File: src/rtl/riscv_biu_arbiter.sv
// riscv_biu_arbiter
//   Round-robin arbiter and sequencer that shares one AHB-Lite BIU between
//   PORTS requesters (I$, D$, ...). It registers a grant, drives the BIU
//   address request, counts data beats of the accepted burst, and at burst end
//   either releases the bus, re-grants a locked owner, or hands the bus to the
//   next round-robin requester. This block is control only: the datapath mux
//   uses gnt_idx_o in the address phase and data_idx_o in the data phase.
//
// Handshakes
//   - Requester p raises req_i[p] and holds it, with type_i/lock_i stable,
//     until it sees gnt_o[p] & biu_req_ack_i on the same rising edge.
//   - The BIU address phase completes on biu_req_o & biu_req_ack_i.
//   - Data beats complete on biu_ack_i in DATA. biu_err_i ends the burst at
//     once. biu_ack_i and biu_err_i are ignored outside DATA.
//
// Parameters
//   PORTS    number of requesters (>= 2)
//   TIMEOUT  watchdog limit in DATA cycles without a beat
//
// Ports
//   clk_i, rst_ni   clock (rising edge), asynchronous active-low reset
//   req_i           per-port request
//   type_i          per-port HBURST code, port p at type_i[3*p +: 3]
//   lock_i          per-port locked-sequence request
//   biu_req_ack_i   BIU accepted the address phase
//   biu_ack_i       BIU data beat acknowledge
//   biu_err_i       BIU data error, terminates the burst
//   biu_req_o       address-phase request to the BIU
//   gnt_o           one-hot address-phase grant
//   gnt_idx_o       address-phase port index
//   data_idx_o      data-phase owner index
//   busy_o          arbiter not idle
//   timeout_o       one-cycle watchdog pulse
//
// Configuration
//   RISCV_ARB_WDOG_EN  when defined, a watchdog aborts a DATA phase that sees
//                      no beat for TIMEOUT cycles. When undefined there is no
//                      counter, timeout_o is tied low and DATA waits forever.

module riscv_biu_arbiter #(
  parameter int PORTS   = 2,
  parameter int TIMEOUT = 255
) (
  input  logic                     clk_i,
  input  logic                     rst_ni,
  input  logic [PORTS-1:0]         req_i,
  input  logic [3*PORTS-1:0]       type_i,
  input  logic [PORTS-1:0]         lock_i,
  input  logic                     biu_req_ack_i,
  input  logic                     biu_ack_i,
  input  logic                     biu_err_i,
  output logic                     biu_req_o,
  output logic [PORTS-1:0]         gnt_o,
  output logic [$clog2(PORTS)-1:0] gnt_idx_o,
  output logic [$clog2(PORTS)-1:0] data_idx_o,
  output logic                     busy_o,
  output logic                     timeout_o
);

  localparam int IW = $clog2(PORTS);

  typedef enum logic [1:0] {
    ST_IDLE,
    ST_ADDR,
    ST_DATA
  } state_e;

  state_e          state_q, state_d;
  logic [IW-1:0]   gnt_idx_q, gnt_idx_d;
  logic [IW-1:0]   data_idx_q, data_idx_d;
  logic [IW-1:0]   rr_ptr_q, rr_ptr_d;
  logic [3:0]      beat_cnt_q, beat_cnt_d;
  logic            burst_end;
  logic            wdog_fire;

  // First requester found scanning base+1, base+2, ... modulo PORTS.
  function automatic logic [IW-1:0] rr_pick(input logic [IW-1:0] base,
                                            input logic [PORTS-1:0] req);
    logic [IW-1:0] winner;
    logic          found;
    winner = '0;
    found  = 1'b0;
    for (int i = 1; i <= PORTS; i++) begin
      int idx;
      idx = (int'(base) + i) % PORTS;
      if (!found && req[idx]) begin
        winner = IW'(idx);
        found  = 1'b1;
      end
    end
    return winner;
  endfunction

  // Beats minus one. Each HBURST pair (WRAPn/INCRn) shares a length, so only
  // the upper two bits matter.
  function automatic logic [3:0] burst_len(input logic [2:0] hburst);
    logic [3:0] len;
    case (hburst[2:1])
      2'd0:    len = 4'd0;
      2'd1:    len = 4'd3;
      2'd2:    len = 4'd7;
      default: len = 4'd15;
    endcase
    return len;
  endfunction

`ifdef RISCV_ARB_WDOG_EN
  localparam int WDW = ($clog2(TIMEOUT + 1) > 8) ? $clog2(TIMEOUT + 1) : 8;
  logic [WDW-1:0] wd_q;

  // Cleared on DATA entry and on every beat, counts idle DATA cycles.
  always_ff @(posedge clk_i or negedge rst_ni) begin
    if (!rst_ni) begin
      wd_q <= '0;
    end else if (state_q == ST_ADDR && biu_req_ack_i) begin
      wd_q <= '0;
    end else if (state_q == ST_DATA) begin
      if (biu_ack_i || biu_err_i) wd_q <= '0;
      else                        wd_q <= wd_q + WDW'(1);
    end
  end

  assign wdog_fire = (state_q == ST_DATA) && !biu_ack_i && !biu_err_i &&
                     (wd_q == WDW'(TIMEOUT - 1));
`else
  logic unused_timeout;
  assign unused_timeout = (TIMEOUT != 0);
  assign wdog_fire      = 1'b0;
`endif

  always_ff @(posedge clk_i or negedge rst_ni) begin
    if (!rst_ni) begin
      state_q    <= ST_IDLE;
      gnt_idx_q  <= '0;
      data_idx_q <= '0;
      rr_ptr_q   <= IW'(PORTS - 1);
      beat_cnt_q <= '0;
    end else begin
      state_q    <= state_d;
      gnt_idx_q  <= gnt_idx_d;
      data_idx_q <= data_idx_d;
      rr_ptr_q   <= rr_ptr_d;
      beat_cnt_q <= beat_cnt_d;
    end
  end

  always_comb begin
    state_d    = state_q;
    gnt_idx_d  = gnt_idx_q;
    data_idx_d = data_idx_q;
    rr_ptr_d   = rr_ptr_q;
    beat_cnt_d = beat_cnt_q;
    burst_end  = 1'b0;
    case (state_q)
      ST_IDLE: begin
        if (|req_i) begin
          gnt_idx_d = rr_pick(rr_ptr_q, req_i);
          state_d   = ST_ADDR;
        end
      end
      ST_ADDR: begin
        // Grant stays frozen until the BIU takes the address phase.
        if (biu_req_ack_i) begin
          beat_cnt_d = burst_len(type_i[int'(gnt_idx_q)*3 +: 3]);
          data_idx_d = gnt_idx_q;
          state_d    = ST_DATA;
        end
      end
      ST_DATA: begin
        if (biu_err_i || wdog_fire || (biu_ack_i && beat_cnt_q == 4'd0)) begin
          burst_end = 1'b1;
        end else if (biu_ack_i) begin
          beat_cnt_d = beat_cnt_q - 4'd1;
        end
        // Burst end is resolved in the same cycle as the last beat, so the
        // next address phase starts on the following cycle.
        if (burst_end) begin
          if (lock_i[data_idx_q] && req_i[data_idx_q] && !wdog_fire) begin
            gnt_idx_d = data_idx_q;
            state_d   = ST_ADDR;
          end else begin
            rr_ptr_d = data_idx_q;
            if (|req_i) begin
              gnt_idx_d = rr_pick(data_idx_q, req_i);
              state_d   = ST_ADDR;
            end else begin
              state_d = ST_IDLE;
            end
          end
        end
      end
      default: state_d = ST_IDLE;
    endcase
  end

  always_comb begin
    gnt_o = '0;
    if (state_q == ST_ADDR) gnt_o[gnt_idx_q] = 1'b1;
  end

  assign biu_req_o  = (state_q == ST_ADDR);
  assign busy_o     = (state_q != ST_IDLE);
  assign gnt_idx_o  = gnt_idx_q;
  assign data_idx_o = data_idx_q;
  assign timeout_o  = wdog_fire;

endmodule

File: config.mk
export PLATFORM = sky130hd
export DESIGN_NAME = riscv_biu_arbiter
export DESIGN_NICKNAME = d
export VERILOG_FILES = /design/src/rtl/riscv_biu_arbiter.sv
export SDC_FILE = /design/constraint.sdc
export NUM_CORES = 1
export LEC_CHECK = 0
export ABC_AREA = 1
export BUFFER_PORTS_ARGS = -buffer_cell sky130_fd_sc_hd__buf_2
export CAP_MARGIN = 15
export CORE_UTILIZATION = 30
export DETAILED_ROUTE_END_ITERATION = 10
export PLACE_DENSITY = 0.51
export SLEW_MARGIN = 0
export SYNTH_ARGS = -nofsm -noshare
export SYNTH_HDL_FRONTEND = slang
export SYNTH_SLANG_ARGS = --single-unit
File: constraint.sdc
create_clock -name clk_i -period 2.3 [get_ports clk_i]
set_input_delay 0.115 -clock clk_i [delete_from_list [all_inputs] [get_ports clk_i]]
set_output_delay 0.115 -clock clk_i [all_outputs]
set_load 0.05 [all_outputs]
==> qor.yml, run 1 <==
run_status:
  status: "finished clean"
finish:
  antenna_cells: 0
  syn2layout_area_growth_pct: 23.3
  final_cells: 148
  drive_gt1_frac: 0.264
  fin_nets: 139
setup_path:
  cp_max_fo: 4
  worstSetupEndpointType: "output pin"
  crit_required_ps: 2180
  path_class: "reg2out"
  worstPathArrival_ps: 1350
  worstSetupStartpointType: "register"
route:
  via_per_inst: 4.20
  vias: 622
  drc_errors: 0
  post_drt_wl_per_cell_um: 9.07
  wl_um: 1340
  dr.pass1.iters: 2
  ant_nets: 0
  dr.first_iter.drc_count: 6
floorplanning:
  initial_utilization: 0.328
  die_area_mm2: 0.00238
  die_w_um: 48.8
  io_pins: 22
  die_y_um: 48.8
  num_rows: 16
  core_region_area_mm2: 0.00200
yosys:
  yosysMostFrequentCell: "nand2_1"
  synth_enable_flop_cells: 0
  synth-main-ff-cell: "dfrtp_1"
  synthCells: 99
  syn_area_per_cell_um2: 6.62
  yosysSeqAreaShare: 0.345
  ys_types: 20
  yosys.area.top_type: "dfrtp_1"
  yosysTopAreaCellShare: 0.305
  netlist_top_cells_count: "nand2_1 (36), nand3_1 (12), inv_1 (11)"
  async_reset_ff_frac: 1.00
  synthTopCellsByArea: "dfrtp_1 (31%), nand2_1 (21%), nand3_1 (9.2%), inv_1 (6.3%), nor2_1 (4.6%)"
  ys_ff_latch: 9
  netlist_area_um2: 656
  yosys_warnings: 0
  postSynthNetCount: 116
global_route:
  grt_start_max_net_pins: 10
  grt_pass1_vias: 526
  grt_overflow: 0
  grt_util_met2: 0.181
  globalRouteMet1Util: 0.166
  grt-busiest-layer: "met2"
  grt_pass1_wl_um: 2240
  grt_usage: 0.127
  use_met3: 0.0503
  grt_antenna_before_repair: 0
placed_design:
  placed_cells: 143
  hpwl_um: 1090
  io_buffers: 18
  place_congestion: 0.757
  dp_slack_ps: 991
cts:
  clkLatencyLatePin_ps: 260
  cts_setup_buffers: 0
  numCtsBuffers: 3
  cts_hold_buf: 1
  h-tree-depth: 1
  clk_pin_slew_worst_paths_ps: 70
  root_buffer: "clkbuf_4"
  clkSinkCount: 9
  post_cts_resized: 0
  cts_buffer_depth: 2
  cts_tree: "done"
pwr:
  power.switching_uw: 668
  ir_drop_v: 0.000702
  power_frac_comb: 0.627
  cellLeakagePower_uw: 0.000450
  swShare: 0.562
  p_seq_frac: 0.266
  powerDensity_mw_per_mm2: 1470
  p_int_uw: 520
  p_total_uw: 1190
  clkPwrFrac: 0.106
sta:
  hold_viol_final: 0
  rsz0062_at_grt: "no"
  finalSetupViolations: 0
  slew_viol_final: 0
  final.setup.tns_ps: 0
  fin_crit_ps: 1470
  fin_crit_sh: 0.638
  clock_skew_ps: 1.98
  max_freq_mhz: 681
  layout_setup_ws_ps: 832
flow_run:
  drv_cap: 0
worst_hold_path:
  hold_class: "in2reg"
through the flow:
step                hold slack (ps)  utilization  area [µm²]
floorplan                      -181            -         656
global placement              -10.6        0.386         772
detailed placement            -11.9        0.386         772
CTS                             111        0.404         808
global route                    156        0.404         808
finish                          116        0.404         808
worst max-delay path: stages, from the launching register on:
cell and delay, ps:
dfrtp_1 430, inv_2 80, nor2_4 120, inv_1 110, nor2_1 100, buf_2 260
power groups by stage:
stage	Clock (µW)	Combinational (µW)	Sequential, µW
floorplan	0	560	359
global placement	0	746	320
detailed placement	0	749	320
CTS	133	754	317
global route	138	837	328
finish	127	746	316
cell families (layout without fill, tap and decap cells):
group                    after synthesis  in the layout  share of synthesized area
buffers and inverters                 16             38                     0.0973
adder cells (fa/ha/maj)                2              2                     0.0382
AND/OR/NAND/NOR                       63             63                      0.447
AO/OA/AOI/OAI                          8              8                     0.0668
flip-flops                             9              9                      0.345
other                                  1              1                    0.00572
path summary, 6_finish.rpt:
path | from | endpoint | slack (ps) | cells after the start
max | state_q[0]$_DFFE_PN0P_ | gnt_o[0] | 830 | 5
min | biu_req_ack_i | state_q[1]$_DFFE_PN0P_ | 120 | 3
max reg2reg | beat_cnt_q[0]$_DFFE_PN0P_ | gnt_idx_o$_DFFE_PN0P_ | 970 | 9
min reg2reg | rr_ptr_q$_DFFE_PN1P_ | rr_ptr_q$_DFFE_PN1P_ | 470 | 2
max in group asynchronous | rst_ni | rr_ptr_q$_DFFE_PN1P_ | 1820 | 2
min in group asynchronous | rst_ni | state_q[1]$_DFFE_PN0P_ | 230 | 2
state kept, by name, indices dropped and copies added (netlist names):
name	count
data_idx_o	1
beat_cnt_q	4
gnt_idx_o	1
state_q	2
rr_ptr_q	1
placed cells by master (no fill, tap or decap), drive strengths merged, types with 2 or more instances in the layout:
cell type / n
a21oi: 2
buf: 18
clkbuf: 4
dfrtp: 8
ha: 2
inv: 14
nand2: 39
nand3: 13
nor2: 10
o21ai: 6
layer usage:
| layer | share of wire | up-vias |
|---|---|---|
| li1 | - | 347 |
| met1 | 0.52 | 255 |
| met2 | 0.41 | 18 |
| met3 | 0.054 | 2 |
| met4 | 0.013 | 0 |
| met5 | 0 | - |
layout make-up:
class | count | area (µm²)
clock buffers | 4 | 26.3
fillers | 215 | 1190
inverters | 15 | 56.3
multi-input cells | 74 | 365
flip-flops and latches | 9 | 226
well taps | 27 | 33.8
repair buffers | 19 | 100
(Power assumes the default switching activity.)
==> inputs of run 2 (changes only) <==
Clock period 2.3 ns to 1.55 ns, I/O delays scaled along.
==> run 2 against run 1 <==
  * Sequential share of layout area stayed put
  * Critical path depth stayed put
  * Worst setup slack worse by 700 ps
  * Via count grew 0.96%
  * Wire length grew 1.7%
  * Count of clock-buffer cells in the layout is the same
  * Cell area unchanged
  * Sequential cell count stayed put
  * Register-to-register slack lost 740 ps
  * Global-route usage rose by 0.80 points
  * Hold slack lost 41 ps
  * Sequential power increased by 49%
  * Critical path type unchanged
==> qor.yml, run 2 (synthesis results as in run 1) <==
worst_hold_path:
  min_from: "biu_req_ack_i"
  min_to: "state_q[1]$_DFFE_PN0P_"
  hold_class: "in2reg"
  holdPathStages: 3  # unchanged
setup_path:
  worstSetupStartpoint: "state_q[0]$_DFFE_PN0P_"
  path_class: "reg2out"
  worstSetupStartpointType: "register"
  crit_slowest_cell: "dfrtp_1"
  worstPathCellList: "inv_2, nor2_4, inv_1, nor2_1, buf_2"
  reg2reg_depth: 10  # +1
  worstSetupEndpointType: "output pin"
  cp_max_fo: 4  # unchanged
  crit_required_ps: 1470  # -710 ps
  crit-reg2reg-capture: "beat_cnt_q[3]$_DFFE_PN0P_"
  r2r-start: "beat_cnt_q[0]$_DFFE_PN0P_"
  critical_path.max_stage_delay_ps: 420  # about the same
  r2r_slack_ps: 230  # -740 ps
  worstPathArrival_ps: 1340  # about the same
sta:
  hold_viol_final: 0  # unchanged
  fin_crit_sh: 0.913
  rsz0062_at_grt: "no"
  final.setup.tns_ps: 0  # unchanged
  fin_crit_ps: 1420
  slew_viol_final: 0  # unchanged
  holdWs_ps: 75.4  # -40.5 ps
  max_freq_mhz: 706
  clock_skew_ps: 0.603  # -1.38 ps
  finalSetupViolations: 0  # unchanged
  layout_setup_ws_ps: 134  # -698 ps
route:
  vias: 628  # +0.96%
  wl_um: 1370  # +1.7%
  post_drt_wl_per_cell_um: 9.22  # +1.7%
  ant_nets: 0  # unchanged
  dr.pass1.iters: 4  # +2
  via_per_inst: 4.24  # +0.96%
  drc_errors: 0  # unchanged
  dr.first_iter.drc_count: 11  # +5
finish:
  drive_gt1_frac: 0.264  # unchanged
  largest_register_ffs: 4  # unchanged
  antenna_cells: 0  # unchanged
  final_cell_mix: "nand2_1 (36), buf_2 (18), nand3_1 (12), inv_1 (11)"
  multi_input_area_um2: 365  # unchanged
  syn2layout_area_growth_pct: 23.3  # unchanged
  regArea_um2: 226  # unchanged
  fillerInstances: 225  # +4.7%
  mostFrequentLayoutCell: "nand2_1"
  fin_util: 0.404  # unchanged
  reg.largest.list: "beat_cnt_q x4, state_q x2"
  top_register: "beat_cnt_q"
  fin_nets: 139  # unchanged
global_route:
  grt_overflow: 0  # unchanged
  grt_pass1_wl_um: 2390  # +6.5%
  grt_start_max_net_pins: 10  # unchanged
  grt_pass1_vias: 552  # +4.9%
  grt_antenna_before_repair: 0  # unchanged
  grt_usage: 0.135  # +0.00801
cts:
  clkSinkCount: 9  # unchanged
  cts_setup_buffers: 0  # unchanged
  post_cts_resized: 0  # unchanged
  h-tree-depth: 1  # unchanged
  numCtsBuffers: 3  # unchanged
  clkLatencyLatePin_ps: 260  # about the same
  cts_hold_buf: 1  # unchanged
  root_buffer: "clkbuf_4"
  clk_pin_slew_worst_paths_ps: 60  # about the same
  cts_buffer_depth: 2  # unchanged
  cts_tree: "done"
floorplanning:
  initial_utilization: 0.328  # unchanged
  die_y_um: 48.8  # unchanged
  die_area_mm2: 0.00238  # unchanged
  die_w_um: 48.8  # unchanged
  num_rows: 16  # unchanged
  core_region_area_mm2: 0.00200  # unchanged
  io_pins: 22  # unchanged
placed_design:
  io_buffers: 18  # unchanged
  hpwl_um: 1110  # +2.2%
  dp_slack_ps: 232  # -759 ps
  place_congestion: 0.757  # about the same
run_status:
  status: "finished clean"
pwr:
  cellLeakagePower_uw: 0.000450  # unchanged
  power_frac_comb: 0.625  # -0.002
  swShare: 0.564  # +0.00121
  clkPwrFrac: 0.108  # +0.002
  power.switching_uw: 997  # +49%
  powerDensity_mw_per_mm2: 2190  # +49%
  p_int_uw: 772  # +48%
  ir_drop_v: 0.00117  # +66%
  p_total_uw: 1770  # +49%
  p_seq_frac: 0.267  # about the same
flow_run:
  drv_cap: 0  # unchanged
## run 2: cell counts in the layout (fill, tap and decap cells not counted)
Identical to the previous run, type by type.
## run 2: area by class of cell
cell class,instances,share of cell area
clock buffer,4,0.0325
tap,27,0.0418
sequential,9,0.280
multi-input combinational,74,0.452
timing repair buffer,19,0.124
inverter,15,0.0697
## run 2: worst max-delay path: cells and delay by family (launching register included)
| kind | cells | cell delay (ps) |
|---|---|---|
| buf+inv | 3 | 440 |
| flops | 1 | 420 |
| simple gates | 2 | 210 |
## run 2: worst max-delay path by stage
stage                     slack [ps]  depth (start not counted)                         to
after floorplan                 -140                          4                   gnt_o[0]
after global routing              30                          5                   gnt_o[0]
after global placement           230                         10  beat_cnt_q[0]$_DFFE_PN0P_
after CTS                        110                          5                   gnt_o[0]
after detailed placement         230                         10  beat_cnt_q[2]$_DFFE_PN0P_
final                            130                          5                   gnt_o[0]
## run 2: metrics by stage
| step | area, µm² | instances |
|---|---|---|
| floorplan | 656 | 99 |
| global placement | 772 | 143 |
| detailed placement | 772 | 143 |
| CTS | 808 | 148 |
| global route | 808 | 148 |
| finish | 808 | 148 |
## run 2: power by group through the flow
stage | registers [µW] | clock network, µW | logic, µW
after global routing | 489 | 215 | 1250
final | 472 | 191 | 1110
after detailed placement | 479 | 0 | 1110
after global placement | 475 | 0 | 1110
after floorplan | 532 | 0 | 831
after CTS | 474 | 201 | 1120
## run 2: routing by layer
metal | vias up | wire, µm | track usage
li1 | 346 | - | -
met5 | - | 0 | 0
met3 | 2 | 95 | 0.0566
met4 | 0 | 22 | 0.0588
met2 | 20 | 535 | 0.192
met1 | 260 | 712 | 0.176
